==> src/rtl/intersection_traffic_driver.sv <==
// -----------------------------------------------------------------------------
// intersection_traffic_driver
//
// Purpose:
//   This is the initiator side of the intersection command interface. A host
//   pushes lane commands into a small FIFO using a valid/ready handshake. Each
//   command is popped when the driver is idle, checked for legality against
//   shadow per-lane car counts, and then serialized into the simulator's
//   mode / plateIn / action strobe protocol:
//
//     mode/plateIn setup (SETUP_CYC) -> action high (PULSE_CYC)
//       -> mode/plateIn hold (HOLD_CYC)
//
//   The driver drops illegal commands and counts them. It also counts removes
//   that were issued while the lane's light was red.
//
// Parameters:
//   DEPTH      command FIFO entries (power of 2, >= 2)
//   CAP        maximum cars per lane queue
//   SETUP_CYC  cycles mode/plateIn are stable before action rises (>= 1)
//   PULSE_CYC  cycles action is held high (>= 1)
//   HOLD_CYC   cycles mode/plateIn are held after action falls (>= 1)
//
// Ports:
//   i_clk            system clock; all logic runs on the rising edge
//   i_rst            synchronous active-high reset
//   i_cmd_valid      host command valid
//   o_cmd_ready      FIFO can accept a command (registered, equals !full)
//   i_cmd_op   [1:0] 00 remA, 01 remB, 10 addA, 11 addB
//   i_cmd_plate[4:0] plate number for add ops (ignored for removes)
//   i_green_for_a    lane A light is green
//   i_green_for_b    lane B light is green
//   o_mode     [2:0] simulator mode, {1'b0, op} of the command in flight
//   o_plate_in [4:0] simulator plate input
//   o_action         simulator strobe; the simulator acts on its rising edge
//   o_busy           FSM not idle, or FIFO non-empty
//   o_rej_pulse      one-cycle pulse: a popped command was dropped
//   o_rej_count[7:0] dropped-command count (saturating)
//   o_viol_count[7:0] removes issued against a red light (saturating)
//   o_cars_a   [4:0] shadow car count, lane A
//   o_cars_b   [4:0] shadow car count, lane B
// -----------------------------------------------------------------------------
module intersection_traffic_driver #(
    parameter int DEPTH     = 4,
    parameter int CAP       = 30,
    parameter int SETUP_CYC = 2,
    parameter int PULSE_CYC = 1,
    parameter int HOLD_CYC  = 1
) (
    input  logic       i_clk,
    input  logic       i_rst,
    input  logic       i_cmd_valid,
    output logic       o_cmd_ready,
    input  logic [1:0] i_cmd_op,
    input  logic [4:0] i_cmd_plate,
    input  logic       i_green_for_a,
    input  logic       i_green_for_b,
    output logic [2:0] o_mode,
    output logic [4:0] o_plate_in,
    output logic       o_action,
    output logic       o_busy,
    output logic       o_rej_pulse,
    output logic [7:0] o_rej_count,
    output logic [7:0] o_viol_count,
    output logic [4:0] o_cars_a,
    output logic [4:0] o_cars_b
);

    // -------------------------------------------------------------------------
    // Local parameters and types
    // -------------------------------------------------------------------------
    localparam int PTR_W   = $clog2(DEPTH);
    localparam int FCNT_W  = PTR_W + 1;
    localparam int CYC_MAX = (SETUP_CYC > PULSE_CYC)
                             ? ((SETUP_CYC > HOLD_CYC) ? SETUP_CYC : HOLD_CYC)
                             : ((PULSE_CYC > HOLD_CYC) ? PULSE_CYC : HOLD_CYC);
    localparam int CYC_W   = (CYC_MAX < 2) ? 1 : $clog2(CYC_MAX);

    localparam logic [FCNT_W-1:0] FIFO_FULL   = FCNT_W'(DEPTH);
    localparam logic [4:0]        CAP_CARS    = 5'(CAP);
    localparam logic [CYC_W-1:0]  SETUP_LAST  = CYC_W'(SETUP_CYC - 1);
    localparam logic [CYC_W-1:0]  PULSE_LAST  = CYC_W'(PULSE_CYC - 1);
    localparam logic [CYC_W-1:0]  HOLD_LAST   = CYC_W'(HOLD_CYC - 1);
    localparam logic [2:0]        MODE_RESET  = 3'b010;

    typedef enum logic [1:0] {
        S_IDLE,
        S_SETUP,
        S_PULSE,
        S_HOLD
    } state_t;

    // op[1] selects add (1) or remove (0); op[0] selects lane B (1) or A (0).
    typedef struct packed {
        logic [1:0] op;
        logic [4:0] plate;
    } cmd_t;

    // -------------------------------------------------------------------------
    // Command FIFO
    // -------------------------------------------------------------------------
    cmd_t               r_mem [DEPTH];
    logic [PTR_W-1:0]   r_wr_ptr;
    logic [PTR_W-1:0]   r_rd_ptr;
    logic [FCNT_W-1:0]  r_fifo_cnt;
    logic               r_cmd_ready;

    logic               w_push;
    logic               w_pop;
    logic [FCNT_W-1:0]  w_fifo_cnt_next;
    cmd_t               w_head;
    cmd_t               w_cmd_in;

    assign w_cmd_in = '{op: i_cmd_op, plate: i_cmd_plate};
    assign w_push   = i_cmd_valid && r_cmd_ready;
    assign w_head   = r_mem[r_rd_ptr];

    always_comb begin
        // NOTE: every signal written in a combinational block gets a default
        // first, so that no path leaves it unassigned and infers a latch.
        w_fifo_cnt_next = r_fifo_cnt;
        case ({w_push, w_pop})
            2'b10:   w_fifo_cnt_next = r_fifo_cnt + 1'b1;
            2'b01:   w_fifo_cnt_next = r_fifo_cnt - 1'b1;
            default: w_fifo_cnt_next = r_fifo_cnt;
        endcase
    end

    // NOTE: the storage array has no reset. Only the pointers and the count
    // decide which entries are valid, so stale contents are never observed.
    always_ff @(posedge i_clk) begin
        if (w_push) begin
            r_mem[r_wr_ptr] <= w_cmd_in;
        end
    end

    // NOTE: sequential state uses non-blocking assignments only, so every
    // register samples the values from before the edge.
    always_ff @(posedge i_clk) begin
        if (i_rst) begin
            r_wr_ptr    <= '0;
            r_rd_ptr    <= '0;
            r_fifo_cnt  <= '0;
            r_cmd_ready <= 1'b0;
        end else begin
            if (w_push) r_wr_ptr <= r_wr_ptr + 1'b1;
            if (w_pop)  r_rd_ptr <= r_rd_ptr + 1'b1;
            r_fifo_cnt  <= w_fifo_cnt_next;
            // Ready is derived from the next count. This way, a push that
            // fills the FIFO deasserts ready before the host can push again.
            r_cmd_ready <= (w_fifo_cnt_next != FIFO_FULL);
        end
    end

    // -------------------------------------------------------------------------
    // Legality check on the FIFO head
    // -------------------------------------------------------------------------
    logic       w_head_is_add;
    logic       w_head_lane_b;
    logic [4:0] w_head_cars;
    logic       w_head_legal;

    assign w_head_is_add = w_head.op[1];
    assign w_head_lane_b = w_head.op[0];
    assign w_head_cars   = w_head_lane_b ? o_cars_b : o_cars_a;
    assign w_head_legal  = w_head_is_add
                           ? ((w_head_cars != CAP_CARS) && (w_head.plate != 5'd0))
                           : (w_head_cars != 5'd0);

    // -------------------------------------------------------------------------
    // Serializer FSM
    // -------------------------------------------------------------------------
    state_t             r_state;
    state_t             w_state_next;
    logic [CYC_W-1:0]   r_cyc;
    logic [CYC_W-1:0]   w_cyc_next;
    logic               w_load;
    logic               w_reject;
    logic               w_viol;
    logic               r_action;
    logic [2:0]         r_mode;
    logic [4:0]         r_plate_in;
    logic               r_rej_pulse;
    logic [7:0]         r_rej_count;
    logic [7:0]         r_viol_count;
    logic [4:0]         r_cars_a;
    logic [4:0]         r_cars_b;

    always_ff @(posedge i_clk) begin
        if (i_rst) begin
            r_state <= S_IDLE;
            r_cyc   <= '0;
        end else begin
            r_state <= w_state_next;
            r_cyc   <= w_cyc_next;
        end
    end

    always_comb begin
        w_state_next = r_state;
        w_cyc_next   = r_cyc;
        w_pop        = 1'b0;
        w_load       = 1'b0;
        w_reject     = 1'b0;
        w_viol       = 1'b0;

        case (r_state)
            S_IDLE: begin
                if (r_fifo_cnt != '0) begin
                    w_pop = 1'b1;
                    if (w_head_legal) begin
                        w_load       = 1'b1;
                        w_state_next = S_SETUP;
                        w_cyc_next   = '0;
                    end else begin
                        w_reject     = 1'b1;
                    end
                end
            end
            S_SETUP: begin
                if (r_cyc == SETUP_LAST) begin
                    w_state_next = S_PULSE;
                    w_cyc_next   = '0;
                    // The light is sampled on the edge where the strobe rises.
                    // A remove (mode[1]==0) against a red light is a violation.
                    w_viol = !r_mode[1] &&
                             (r_mode[0] ? !i_green_for_b : !i_green_for_a);
                end else begin
                    w_cyc_next = r_cyc + 1'b1;
                end
            end
            S_PULSE: begin
                if (r_cyc == PULSE_LAST) begin
                    w_state_next = S_HOLD;
                    w_cyc_next   = '0;
                end else begin
                    w_cyc_next = r_cyc + 1'b1;
                end
            end
            S_HOLD: begin
                if (r_cyc == HOLD_LAST) begin
                    w_state_next = S_IDLE;
                    w_cyc_next   = '0;
                end else begin
                    w_cyc_next = r_cyc + 1'b1;
                end
            end
            default: begin
                w_state_next = S_IDLE;
                w_cyc_next   = '0;
            end
        endcase
    end

    // -------------------------------------------------------------------------
    // Output registers, shadow counts and statistics
    // -------------------------------------------------------------------------
    always_ff @(posedge i_clk) begin
        if (i_rst) begin
            r_action     <= 1'b0;
            r_mode       <= MODE_RESET;
            r_plate_in   <= '0;
            r_rej_pulse  <= 1'b0;
            r_rej_count  <= '0;
            r_viol_count <= '0;
            r_cars_a     <= '0;
            r_cars_b     <= '0;
        end else begin
            r_action    <= (w_state_next == S_PULSE);
            r_rej_pulse <= w_reject;

            if (w_reject && (r_rej_count != 8'hFF)) begin
                r_rej_count <= r_rej_count + 1'b1;
            end
            if (w_viol && (r_viol_count != 8'hFF)) begin
                r_viol_count <= r_viol_count + 1'b1;
            end

            // mode and plateIn change only on a legal pop. Between pops they
            // hold their values, which covers both the setup and hold windows.
            if (w_load) begin
                r_mode     <= {1'b0, w_head.op};
                r_plate_in <= w_head_is_add ? w_head.plate : 5'd0;
                // The legality check already keeps these within 0..CAP.
                if (w_head_lane_b) begin
                    r_cars_b <= w_head_is_add ? r_cars_b + 1'b1 : r_cars_b - 1'b1;
                end else begin
                    r_cars_a <= w_head_is_add ? r_cars_a + 1'b1 : r_cars_a - 1'b1;
                end
            end
        end
    end

    assign o_cmd_ready  = r_cmd_ready;
    assign o_mode       = r_mode;
    assign o_plate_in   = r_plate_in;
    assign o_action     = r_action;
    assign o_busy       = (r_state != S_IDLE) || (r_fifo_cnt != '0);
    assign o_rej_pulse  = r_rej_pulse;
    assign o_rej_count  = r_rej_count;
    assign o_viol_count = r_viol_count;
    assign o_cars_a     = r_cars_a;
    assign o_cars_b     = r_cars_b;

endmodule
==> config.mk <==
export PLATFORM = sky130hd
export DESIGN_NAME = intersection_traffic_driver
export DESIGN_NICKNAME = d
export VERILOG_FILES = /design/src/rtl/intersection_traffic_driver.sv
export SDC_FILE = /design/constraint.sdc
export NUM_CORES = 1
export LEC_CHECK = 0
export CAP_MARGIN = 20
export CORE_ASPECT_RATIO = 0.9
export CORE_MARGIN = 1
export CORE_UTILIZATION = 52
export CTS_CLUSTER_DIAMETER = 30
export DETAILED_ROUTE_END_ITERATION = 12
export GPL_ROUTABILITY_DRIVEN = 0
export HOLD_SLACK_MARGIN = 0.03
export MAX_ROUTING_LAYER = met4
export PLACE_DENSITY = 0.84
export SYNTH_ARGS = -nofsm -noshare
export SYNTH_HDL_FRONTEND = slang
export SYNTH_SLANG_ARGS = --single-unit
export TNS_END_PERCENT = 30
==> constraint.sdc <==
create_clock -name i_clk -period 6.9 [get_ports i_clk]
set_input_delay 1.035 -clock i_clk [delete_from_list [all_inputs] [get_ports i_clk]]
set_output_delay 1.035 -clock i_clk [all_outputs]
set_load 0.05 [all_outputs]
**After elaboration in Yosys (flattened, before gate mapping)**

Memories as Yosys holds them, arrays and structs flattened. A register that Yosys moved wholly into a read port is not among the register bits.
Index checks and enable logic that the tools add are counted.
Widths: inputs -> output; s select.

- Input bits: 12
- Memories kept: 1
- RAM bits: 28
- Output and inout port bits: 38
- Logic and storage cells: 89
- Register bits: 46

- Equality and inequality tests: 12
- Add/sub/neg operators: 11
- Mux-type cells: 32
- Reduce and logical (&&, ||, !) cells: 18
- Bitwise logic cells: 1

Memories:

| name | depth | bits a word | rd ports | clocked after memory_dff | wr ports | line | text |
|---|---|---|---|---|---|---|---|
| r_mem | 4 | 7 | 1 | 1 | 1 | 102 | `cmd_t r_mem [DEPTH];` |

Operators with widths:

| cell | count |
|---|---|
| $mux 5 | 4 |
| $mux 1 | 18 |
| $add 8x1->8 const B | 2 |
| $ne 8x8->1 const B | 2 |
| $mux 2 | 7 |
| $add 5x1->5 const B | 2 |
| $reduce_bool 5->1 | 2 |
| $sub 5x1->5 const B | 2 |
| $eq 2x2->1 const B | 4 |
| $pmux 2 s4 | 1 |
| $pmux 3 s2 | 1 |
| $reduce_and 2->1 | 3 |
| $logic_and 1x1->1 | 5 |
| $ne 5x5->1 const B | 1 |
| $add 2x1->2 const B | 2 |
| $eq 2x1->1 const B | 2 |
| $ne 2x2->1 const B | 2 |
| $add 3x1->3 const B | 1 |
| $logic_not 1->1 | 3 |
| $ne 3x3->1 const B | 1 |
| $pmux 1 s3 | 1 |
| $reduce_bool 3->1 | 1 |
| $sub 3x1->3 const B | 1 |
| $logic_not 2->1 | 1 |
| 5 further kinds | 5 |

**Logic depth before layout (Yosys ltp)**

Gate-level depths: netlist of run 1.

- Depth in word-level cells: 8
- Depth in mapped cells: 10

**Worst setup path after synthesis of run 1**

Ideal clock, no wire load.

- Path kind: flip-flop to flip-flop
- From: register with a tool-made name
- To: register r_cars_a[4], in the netlist o_cars_a[4]
- Arrival time: 2.398 ns
- Data required time: 6.830 ns
- Slack: 4.431 ns
- Cell stages (with the launch flop): 11
- Path buffers: 2
- Cell sequence: dfxtp_1 -> clkbuf_1 -> mux4_2 -> buf_6 -> clkinv_2 -> fa_1 -> a21o_1 -> a21oi_1 -> xnor2_1 -> or4_1 -> a21oi_1

RTL lines:

| what | line | text |
|---|---|---|
| to (signal assigned) | 288 | `r_cars_a <= w_head_is_add ? r_cars_a + 1'b1 : r_cars_a - 1'b1;` |
| to (decl) | 186 | `logic [4:0] r_cars_a;` |

**Worst setup path after layout of run 1**

- From: register r_fifo_cnt[0]
- To: output o_busy

- Word-level cells in the longest chain between the ends: 2

RTL lines:

| what | line | text |
|---|---|---|
| from (decl) | 105 | `logic [FCNT_W-1:0] r_fifo_cnt;` |
| from (signal assigned) | 148 | `r_fifo_cnt <= w_fifo_cnt_next;` |
| $reduce_bool 3->1 | 298 | `assign o_busy = (r_state != S_IDLE) \|\| (r_fifo_cnt != '0);` |
| $logic_or 1x1->1 | 298 |  |
| to (decl) | 61 | `output logic o_busy,` |

No other way between the ends.

==> results of run 1 <==
## per-layer routing
layer  wire length (µm)  vias to the layer above  track usage (%)  share of wire, %
met5                  0                        -                -                 0
met4                119                        0             8.39               1.9
li1                   -                     1233                -                 -
met1               2960                     1170             26.4                46
met3                312                       11             5.69               4.9
met2               3030                       73             29.2                47
## cell families after synthesis
family / count (synthesis)
flip-flops: 76
buffers and inverters: 32
AND/OR/NAND/NOR: 100
other: 1
multiplexers: 10
XOR/XNOR: 21
AO/OA/AOI/OAI: 63
adder cells (fa/ha/maj): 16
## how the worst max path moves through the flow
| stage | from | to | depth (start not counted) |
|---|---|---|---|
| after CTS | r_fifo_cnt[0] | o_busy | 4 |
| after floorplan | flop | o_cars_a[4] | 10 |
| final | r_fifo_cnt[0] | o_busy | 4 |
| after global routing | r_fifo_cnt[0] | o_busy | 4 |
| after global placement | i_cmd_valid | o_cmd_ready | 9 |
| after detailed placement | i_cmd_valid | o_cmd_ready | 9 |
## layout make-up
type | count | area share [%]
Sequential cell | 76 | 42.8
Inverter | 16 | 1.46
Timing Repair Buffer | 49 | 11.6
Tap cell | 87 | 2.58
Clock inverter | 7 | 2.35
Clock buffer | 9 | 2.94
Multi-Input combinational cell | 211 | 36.3
## power by group through the flow
stage                     clock (mW)  combinational, mW  sequential [mW]
after floorplan                    0              0.430            0.728
after global placement             0              0.688            0.616
after detailed placement           0              0.703            0.618
after CTS                      0.381              0.707            0.608
after global routing           0.401              0.764            0.620
final                          0.374              0.708            0.608
## flip-flops by register name (all words and copies together) (netlist names), named ones only
register / count
o_cars_b: 5
o_plate_in: 5
o_rej_pulse: 1
o_cars_a: 5
o_mode: 2
r_mem: 28
o_rej_count: 8
o_viol_count: 8
r_wr_ptr: 2
r_fifo_cnt: 3
r_state: 2
r_cyc: 1
r_rd_ptr: 2
o_action: 1
o_cmd_ready: 1
## cells in the final DEF, fill, tap and decap left out, types with 2 or more instances in the layout
master / n
sky130_fd_sc_hd__nor4_1: 2
sky130_fd_sc_hd__nor2b_1: 3
sky130_fd_sc_hd__ha_1: 13
sky130_fd_sc_hd__nand3_1: 19
sky130_fd_sc_hd__nor2_1: 28
sky130_fd_sc_hd__nand4_1: 4
sky130_fd_sc_hd__mux4_2: 7
sky130_fd_sc_hd__o21ai_0: 8
sky130_fd_sc_hd__bufinv_16: 2
sky130_fd_sc_hd__a21o_1: 5
sky130_fd_sc_hd__inv_1: 15
sky130_fd_sc_hd__clkdlybuf4s50_1: 48
sky130_fd_sc_hd__nand2_1: 19
sky130_fd_sc_hd__nor3_1: 3
sky130_fd_sc_hd__nor3b_1: 2
sky130_fd_sc_hd__mux2i_1: 3
sky130_fd_sc_hd__or3_1: 3
sky130_fd_sc_hd__clkinv_4: 2
sky130_fd_sc_hd__or4_1: 8
sky130_fd_sc_hd__edfxtp_1: 28
sky130_fd_sc_hd__xnor2_1: 14
sky130_fd_sc_hd__and3_1: 5
sky130_fd_sc_hd__o31ai_1: 7
sky130_fd_sc_hd__dfxtp_1: 48
sky130_fd_sc_hd__a211oi_1: 2
sky130_fd_sc_hd__o21a_1: 2
sky130_fd_sc_hd__clkbuf_8: 9
sky130_fd_sc_hd__a21oi_1: 31
sky130_fd_sc_hd__fa_1: 3
sky130_fd_sc_hd__xor2_1: 7
## worst min-delay path: stages (launching register included)
cell and delay, ns:
sky130_fd_sc_hd__dfxtp_1 0.31, sky130_fd_sc_hd__nand2_1 0.05, sky130_fd_sc_hd__a21oi_1 0.05
## cell usage after synthesis (all sizes together) (5+ instances only)
cell type  number
inv            15
xor2            7
and3            5
nor2           28
dfxtp          48
buf             7
ha             13
nand2          19
xnor2          14
edfxtp         28
or4             8
mux4            7
o21ai           8
nand3          19
clkbuf          9
a21o            5
a21oi          31
o31ai           7
## stage by stage
| stage | area (µm²) | utilization [%] |
|---|---|---|
| 6_report | 4210 | 67.0 |
| 2_1_floorplan | 3470 | - |
| 5_1_grt | 4210 | 67.0 |
| 3_5_place_dp | 3990 | 63.5 |
| 3_3_place_gp | 3990 | 63.5 |
| 4_1_cts | 4210 | 67.0 |
==> flow_summary.toml, run 1 <==
[detailed_routing]
avgViaCountPerCell = 5.47
remaining_number_of_nets_flagged_by_the_antenna_check_after_routing = 0
first_pass_iters = 4
wire_length_per_cell_after_detailed_routing_um = 14.1
detail_route.iter0.violations = 190
final_wl_um = 6420
routed-via-count = 2487
drc_errors = 0

[logic_synthesis]
number_of_cells_produced_by_synthesis = 319
seq_area_frac_synth_pct = 51.9
async_reset_ff_share_pct = 0
synth_largest_type_area_fraction_pct = 27.7
top_cell_type_by_total_area_after_synthesis = "sky130_fd_sc_hd__dfxtp_1"
largest_cells_by_area_after_synthesis = "sky130_fd_sc_hd__dfxtp_1, sky130_fd_sc_hd__edfxtp_1, sky130_fd_sc_hd__ha_1, sky130_fd_sc_hd__mux4_2, sky130_fd_sc_hd__a21oi_1"
synth.ff_latch_count = 76
postSynthAreaPerCell_um2 = 10.9
synth-compound-area-share_pct = 12.3
postSynthNetCount = 347
synth.area.mux_share_pct = 5.40
synth_simple_gate_area_share_pct = 14.5
yosys.area_share.adder_pct = 6.41
yosys.area_share.xor_xnor_pct = 5.29
yosys_synthesis_warning_count = 0
largest_family_of_logic_cells_by_synthesized_area = "simple AND/OR/NAND/NOR gates"
number_of_enable_flip_flop_cells_after_synthesis = 28
unique_masters_post_synth = 45
postSynth.topFlopCell = "sky130_fd_sc_hd__dfxtp_1"
netlist_area_um2 = 3470

[timing]
final_hold_vio_count = 0
ratio_of_final_minimum_period_to_clock_period_pct = 45.0
post-route-min-period_ns = 3.10
timing.setup.tns_ns = 0
slew-limit-headroom_pct = 49.2
fmax_mhz = 322
post_layout_worst_setup_margin_ns = 3.80
count_of_endpoints_failing_setup_in_the_final_report = 0
rsz0062_at_grt = "false"
final-max-slew-violation-count = 0
worst_margin_pin_slew_ns = 0.763
finalClockSkew_ns = 0.00584
holdWs_ns = 0.455

[clock_network]
cts_hold_buffers = 0
clock_tree.root_cell = "sky130_fd_sc_hd__clkbuf_8"
ctsResizeCount = 0
cts_max_path_buffers = 2
cts_buffers = 9
cts.repair_timing.setup_buffer_count = 0
htree_levels = 3
tritoncts_num_sinks = 76
clk_transition_reported_paths_ns = 0.08
cts_tree = "yes"
clk-insertion-delay-late_ns = 0.35

[hold_path]
instance_count_along_the_most_critical_hold_path = 2
worst_hold_path_type = "reg2reg"
hold_path_end = "o_plate_in[0]"
min-delay-start = "o_plate_in[0]"

[floorplanning]
die_x_um = 88.2
design.core.area_um2 = 6280
die_height_um = 79.6
io-pin-count = 50
dieArea_um2 = 7010
starting_utilization_of_the_core_area_pct = 55.3
num_rows = 27

[finish]
layout-drive-gt1-share_pct = 8.42
antenna_cells = 0
flow.area_growth_from_synthesis_pct = 21.2
layoutNonFillerInstCount = 455
area_of_combinational_cells_with_multiple_inputs_um2 = 1530
finalNetCount = 391
n_fill_cell = 487
register_area_um2 = 1800

[critical_path]
path_cells = "nor3_1, inv_1, or3_1, clkdlybuf4s50_1"
timing.critical_path.required_ns = 5.86
critPathTopFamily = "buffers and inverters"
worstSetupStartpointType = "flop"
timing.rr.end = "o_rej_count[7]"
worst_path_arrival_ns = 2.07
crit_path_max_incr_delay_ns = 0.71
worst-path-max-fanout = 4
critical-path-slowest-cell = "sky130_fd_sc_hd__clkdlybuf4s50_1"
worstSetupPathType = "reg2out"
endpoint_kind = "output pin"
timing.reg2reg.setup_slack_ns = 4.00
worstRegToRegCells = 6
critical_path.n_buffers_inverters = 2

[global_route]
grt_antenna_before_repair = 0
grt_start_max_net_pins = 48
grt_usage_pct = 20.1
first_global_vias = 2256
grt_pass1_wl_um = 10300
grt_remaining_overflow = 0

[power]
switching_pwr_uw = 687
post-layout-total-power_mw = 1.69
switching_share_pct = 40.6
power-per-cell-area_nw_per_um2 = 401
cell_internal_pwr_mw = 1.00
leakage_nw = 1.48
pwr-share-clk_pct = 22.1
sequentialPowerShare_pct = 36.0
vdd.ir_drop.worst_mv = 0.209
comb_power_share_pct = 41.9

[placed_design]
place.detailed.instances = 439
dpl_worst_slack_ns = 3.92
dpl.hpwl_um = 4440
place.port_buffers = 48

[run]
drv.max_cap_violation_count = 0

[outcome]
status = "finished, final reports clean"
Power figures use the tool's default switching activity.
==> run 2: changes to the inputs <==
Settings changed: CORE_UTILIZATION 52 to 49, PLACE_DENSITY 0.84 to 0.83.
Clock period 6.9 ns to 2.6 ns, I/O delays scaled along.
==> run 2 against run 1 <==
Setup slack got worse by 3.7 ns. Register-to-register slack lost 3.9 ns. Wire length grew 10%. Highest routed layer unchanged. Clock skew increased by 0.00073 ns. Non-clock buffer count rose by 15. Count of clock-buffer cells in the layout did not move. Final cell count is 4.0% higher. Combinational power rose to 3.0 times the previous value. Largest power group unchanged.
==> flow_summary.toml, run 2 (synthesis results as in run 1) <==
[outcome]
status = "finished, final reports clean"

[finish]
layout-drive-gt1-share_pct = 12.8
post-route-util_pct = 64.0
regMostFlops = "r_mem"
largest_reg_flops = 28
antenna_cells = 0
layout_common_cells = "sky130_fd_sc_hd__clkdlybuf4s50_1, sky130_fd_sc_hd__dfxtp_1, sky130_fd_sc_hd__a21oi_1, sky130_fd_sc_hd__nor2_1, sky130_fd_sc_hd__edfxtp_1"
flow.area_growth_from_synthesis_pct = 24.0
layout.cell_area.non_filler_um2 = 4310
layout.cells.most_common = "sky130_fd_sc_hd__clkdlybuf4s50_1"
finalNetCount = 406

[critical_path]
worst_path_arrival_ns = 2.76
worstSetupPathType = "reg2reg"
path_cells = "mux4_2, clkinv_2, ha_1, a21o_1, a21oi_1, xnor2_1, or4_1, a21oi_1"
timing.critical_path.required_ns = 2.88
worstSetupStartpointType = "flop"
cp_common_cell = "sky130_fd_sc_hd__a21oi_1"
endpoint_kind = "flop"
critical-path-slowest-cell = "sky130_fd_sc_hd__mux4_2"
crit_path_max_incr_delay_ns = 0.56
worst-path-max-fanout = 9

[clock_network]
clk_transition_reported_paths_ns = 0.08
clk-insertion-delay-late_ns = 0.35
cts_hold_buffers = 0
cts_tree = "yes"
clock_tree.root_cell = "sky130_fd_sc_hd__clkbuf_8"
tritoncts_num_sinks = 76
htree_levels = 3
cts_max_path_buffers = 2
cts_buffers = 9

[floorplanning]
die_height_um = 81.9
num_rows = 28
io-pin-count = 50
die_x_um = 90.8
dieArea_um2 = 7430
design.core.area_um2 = 6730
starting_utilization_of_the_core_area_pct = 51.7

[detailed_routing]
drt-met1-wl_um = 3250
avgViaCountPerCell = 5.50
wire_length_per_cell_after_detailed_routing_um = 15.0
remaining_number_of_nets_flagged_by_the_antenna_check_after_routing = 0
drc_errors = 0
detail_route.iter0.violations = 116
met2_length_um = 3410
final_wl_um = 7100
dr.max_layer_used = "met4"
wl_met3_um = 310
first_pass_iters = 4
routed-via-count = 2600

[timing]
post_layout_worst_setup_margin_ns = 0.119
finalClockSkew_ns = 0.00657
fmax_mhz = 403
slew-limit-headroom_pct = 63.5
post-route-min-period_ns = 2.48
ratio_of_final_minimum_period_to_clock_period_pct = 95.4
holdWs_ns = 0.451
final_hold_vio_count = 0
count_of_endpoints_failing_setup_in_the_final_report = 0
final-max-slew-violation-count = 0
worst_margin_pin_slew_ns = 0.545

[global_route]
grt_remaining_overflow = 0
grt_antenna_before_repair = 0
grt_usage_pct = 21.2
grt_start_max_net_pins = 48
first_global_vias = 2447
grt_pass1_wl_um = 11700

[run]
drv.max_cap_violation_count = 0

[power]
cell_internal_pwr_mw = 2.70
leakage_nw = 1.55
sequentialPowerShare_pct = 34.9
switching_share_pct = 41.3
switching_pwr_mw = 1.90
pwr-share-clk_pct = 19.5
vdd.ir_drop.worst_mv = 0.530
power-per-cell-area_nw_per_um2 = 1070
comb_power_share_pct = 45.6

[placed_design]
dpl.hpwl_um = 4950
dpl_worst_slack_ns = 0.0600
place.port_buffers = 48
dpl-instance-area_um2 = 4080

[hold_path]
worst_hold_path_type = "reg2reg"
-- run 2: cell count changes in the layout (fill, tap and decap cells not counted) --
cell	before	now
sky130_fd_sc_hd__buf_4	1	16
sky130_fd_sc_hd__clkinv_2	1	3
sky130_fd_sc_hd__a21o_1	5	4
sky130_fd_sc_hd__a21o_2	0	1
sky130_fd_sc_hd__bufinv_16	2	1
sky130_fd_sc_hd__clkinv_4	2	3
sky130_fd_sc_hd__clkinvlp_2	1	0
sky130_fd_sc_hd__clkinvlp_4	1	0
sky130_fd_sc_hd__dfxtp_1	48	47
sky130_fd_sc_hd__dfxtp_2	0	1
sky130_fd_sc_hd__inv_1	15	14
sky130_fd_sc_hd__inv_2	0	1
-- run 2: final cells by class --
cell class / count / area (µm²)
multi-input cells: 211 / 1530
flip-flops and latches: 76 / 1800
clock inverters: 7 / 75.1
fillers: 528 / 2420
well taps: 90 / 113
clock buffers: 9 / 124
inverters: 16 / 61.3
repair buffers: 64 / 601
-- run 2: critical path, delay by kind of cell, from the launching register on --
kind / cells / cell delay (ns)
muxes: 1 / 0.56
DFF: 1 / 0.39
buffers and inverters: 1 / 0.17
AOI/OAI and AO/OA: 3 / 0.50
and+or+nand+nor: 1 / 0.40
xor gates and xnor gates: 1 / 0.11
adders and majority gates: 1 / 0.29
-- run 2: path summary, 6_finish.rpt --
| kind | slack [ns] | endpoint | startpoint | cells after the start |
|---|---|---|---|---|
| setup / recovery | 0.12 | o_cars_b[4] | r_mem[3][6] | 8 |
| hold / removal | 0.45 | o_plate_in[0] | o_plate_in[0] | 2 |
| setup reg to reg | 0.12 | o_cars_b[4] | r_mem[3][6] | 8 |
| hold reg to reg | 0.45 | o_plate_in[0] | o_plate_in[0] | 2 |
-- run 2: what timing repair did --
item / in CTS / in global routing
setup buffers: 0 / 3
endpoints found under the setup margin: 0 / 14
resized for setup: 0 / 3
-- run 2: power groups by stage --
stage | clock, mW | combinational, mW | sequential (mW)
floorplan | 0 | 1.14 | 1.93
global placement | 0 | 1.98 | 1.62
CTS | 0.910 | 2.06 | 1.60
detailed placement | 0 | 2.04 | 1.63
global route | 0.975 | 2.25 | 1.63
finish | 0.896 | 2.10 | 1.61
-- run 2: routing by layer --
| metal | track usage (%) | up-vias |
|---|---|---|
| li1 | - | 1267 |
| met1 | 25.4 | 1249 |
| met2 | 34.1 | 68 |
| met3 | 5.65 | 16 |
| met4 | 9.35 | 0 |
| met5 | - | - |
-- run 2: stage by stage --
stage | setup TNS (ns) | power [mW] | instances
4_1_cts | 0 | 4.57 | 470
6_report | 0 | 4.60 | 473
2_1_floorplan | 0 | 3.07 | 319
3_5_place_dp | 0 | 3.67 | 454
3_3_place_gp | 0 | 3.59 | 454
5_1_grt | -0.0447 | 4.86 | 473
==> run 3: changes to the inputs <==
Settings changed: MAX_ROUTING_LAYER met4 to unset.
==> run 3 against run 2 <==
Die area is the same. Non-clock buffer count is the same. Critical path depth is the same. Register-to-register slack is essentially flat. Global-route usage shrank 0.63 points. Wire length grew 0.39%. Final cell count is the same. Critical endpoint unchanged. Largest cell class unchanged. Largest power group unchanged.
==> flow_summary.toml, run 3 (synthesis results as in run 1) <==
[outcome]
status = "finished, final reports clean"

[critical_path]
r2r-start = "r_mem[3][6]"
endpoint_kind = "flop"
timing.reg2reg.setup_slack_ns = 0.11
worstRegToRegCells = 8
timing.critical_path.required_ns = 2.87
worst_path_arrival_ns = 2.76
worstSetupStartpointType = "flop"
worstSetupPathType = "reg2reg"
worst-path-max-fanout = 9
timing.rr.end = "o_cars_b[4]"

[placed_design]
place.detailed.instances = 454
place.port_buffers = 48
dpl.hpwl_um = 4950
dpl_worst_slack_ns = 0.0600

[timing]
count_of_endpoints_failing_setup_in_the_final_report = 0
finalClockSkew_ns = 0.00739
ratio_of_final_minimum_period_to_clock_period_pct = 95.6
post_layout_worst_setup_margin_ns = 0.113
post-route-min-period_ns = 2.49
final-max-slew-violation-count = 0
final_hold_vio_count = 0
fmax_mhz = 402
worst_margin_pin_slew_ns = 0.545
slew-limit-headroom_pct = 63.5

[global_route]
first_global_vias = 2448
grt_usage_pct = 20.6
grt_remaining_overflow = 0
grt_start_max_net_pins = 48
grt_pass1_wl_um = 11700
grt_antenna_before_repair = 0

[clock_network]
clk_transition_reported_paths_ns = 0.08
cts_max_path_buffers = 2
clk-insertion-delay-late_ns = 0.34
cts_buffers = 9
htree_levels = 3
clock_tree.root_cell = "sky130_fd_sc_hd__clkbuf_8"
tritoncts_num_sinks = 76
cts_tree = "yes"

[finish]
largest_reg_flops = 28
layoutNonFillerInstCount = 473
flow.area_growth_from_synthesis_pct = 24.0
layout_common_cells = "sky130_fd_sc_hd__clkdlybuf4s50_1, sky130_fd_sc_hd__dfxtp_1, sky130_fd_sc_hd__a21oi_1, sky130_fd_sc_hd__nor2_1, sky130_fd_sc_hd__edfxtp_1"
post-route-util_pct = 64.0
layout.cells.most_common = "sky130_fd_sc_hd__clkdlybuf4s50_1"
area_of_combinational_cells_with_multiple_inputs_um2 = 1530
layout-drive-gt1-share_pct = 12.8
n_fill_cell = 528
register_area_um2 = 1800
regMostFlops = "r_mem"
finalNetCount = 406
antenna_cells = 0

[hold_path]
worst_hold_path_type = "reg2reg"
instance_count_along_the_most_critical_hold_path = 2
hold_path_end = "o_plate_in[0]"
min-delay-start = "o_plate_in[0]"

[floorplanning]
starting_utilization_of_the_core_area_pct = 51.7
dieArea_um2 = 7430
design.core.area_um2 = 6730
io-pin-count = 50
die_height_um = 81.9
die_x_um = 90.8
num_rows = 28

[detailed_routing]
drc_errors = 0
detail_route.iter0.violations = 132
avgViaCountPerCell = 5.47
remaining_number_of_nets_flagged_by_the_antenna_check_after_routing = 0
wire_length_per_cell_after_detailed_routing_um = 15.1
final_wl_um = 7120
routed-via-count = 2586
first_pass_iters = 5

[power]
power-per-cell-area_nw_per_um2 = 1070
vdd.ir_drop.worst_mv = 0.531
leakage_nw = 1.55

[run]
drv.max_cap_violation_count = 0
## run 3: cell counts in the layout (fill, tap and decap cells not counted)
No cell type changed its count.
## run 3: repair_timing
item	in CTS	in global routing
hold buffers	0	0
setup buffers	0	3
resized for setup	0	3
setup endpoints to repair	0	14
## run 3: area by class of cell
| class | instances | share of cell area, % |
|---|---|---|
| Multi-Input combinational cell | 211 | 35.6 |
| Tap cell | 90 | 2.61 |
| Clock inverter | 7 | 1.74 |
| Inverter | 16 | 1.42 |
| Clock buffer | 9 | 2.88 |
| Timing Repair Buffer | 64 | 13.9 |
| Sequential cell | 76 | 41.9 |
## run 3: layer usage
| layer | vias up | part of all wire [%] | global-route usage, % |
|---|---|---|---|
| met2 | 73 | 48 | 34.1 |
| met4 | 0 | 1.4 | 7.90 |
| met3 | 11 | 4.5 | 6.48 |
| met1 | 1234 | 46 | 25.4 |
| li1 | 1268 | - | - |
| met5 | - | 0 | 0 |
## run 3: worst max path at each step
stage,startpoint,end,slack (ns),depth (start not counted)
finish,r_mem[3][6],o_cars_b[4],0.11,8
global route,flop,o_cars_b[4],-0.04,8
CTS,flop,o_cars_b[4],0.04,8
detailed placement,flop,o_cars_b[4],0.06,8
global placement,flop,o_cars_b[4],0.15,8
floorplan,flop,o_cars_a[4],0.13,10
## run 3: power breakdown
part | internal (mW) | leakage (nW) | switching, mW | total (mW)
combinational | 0.836 | 0.805 | 1.26 | 2.10
sequential | 1.42 | 0.644 | 0.190 | 1.61
clock | 0.448 | 0.104 | 0.446 | 0.894
total | 2.70 | 1.55 | 1.90 | 4.60
## run 3: stage by stage
step	power [mW]	setup TNS (ns)	hold WS (ns)	area, µm²
global placement	3.59	0	0.443	4080
CTS	4.57	0	0.455	4280
global route	4.86	-0.0446	0.482	4310
finish	4.60	0	0.451	4310
floorplan	3.07	0	0.469	3470
detailed placement	3.67	0	0.444	4080
## run 3: critical path: stages, from the launching register on
cell                       delay (ns)
sky130_fd_sc_hd__edfxtp_1        0.39
sky130_fd_sc_hd__mux4_2          0.56
sky130_fd_sc_hd__clkinv_2        0.17
sky130_fd_sc_hd__ha_1            0.29
sky130_fd_sc_hd__a21o_1          0.17
sky130_fd_sc_hd__a21oi_1         0.18
sky130_fd_sc_hd__xnor2_1         0.11
sky130_fd_sc_hd__or4_1           0.40
sky130_fd_sc_hd__a21oi_1         0.15
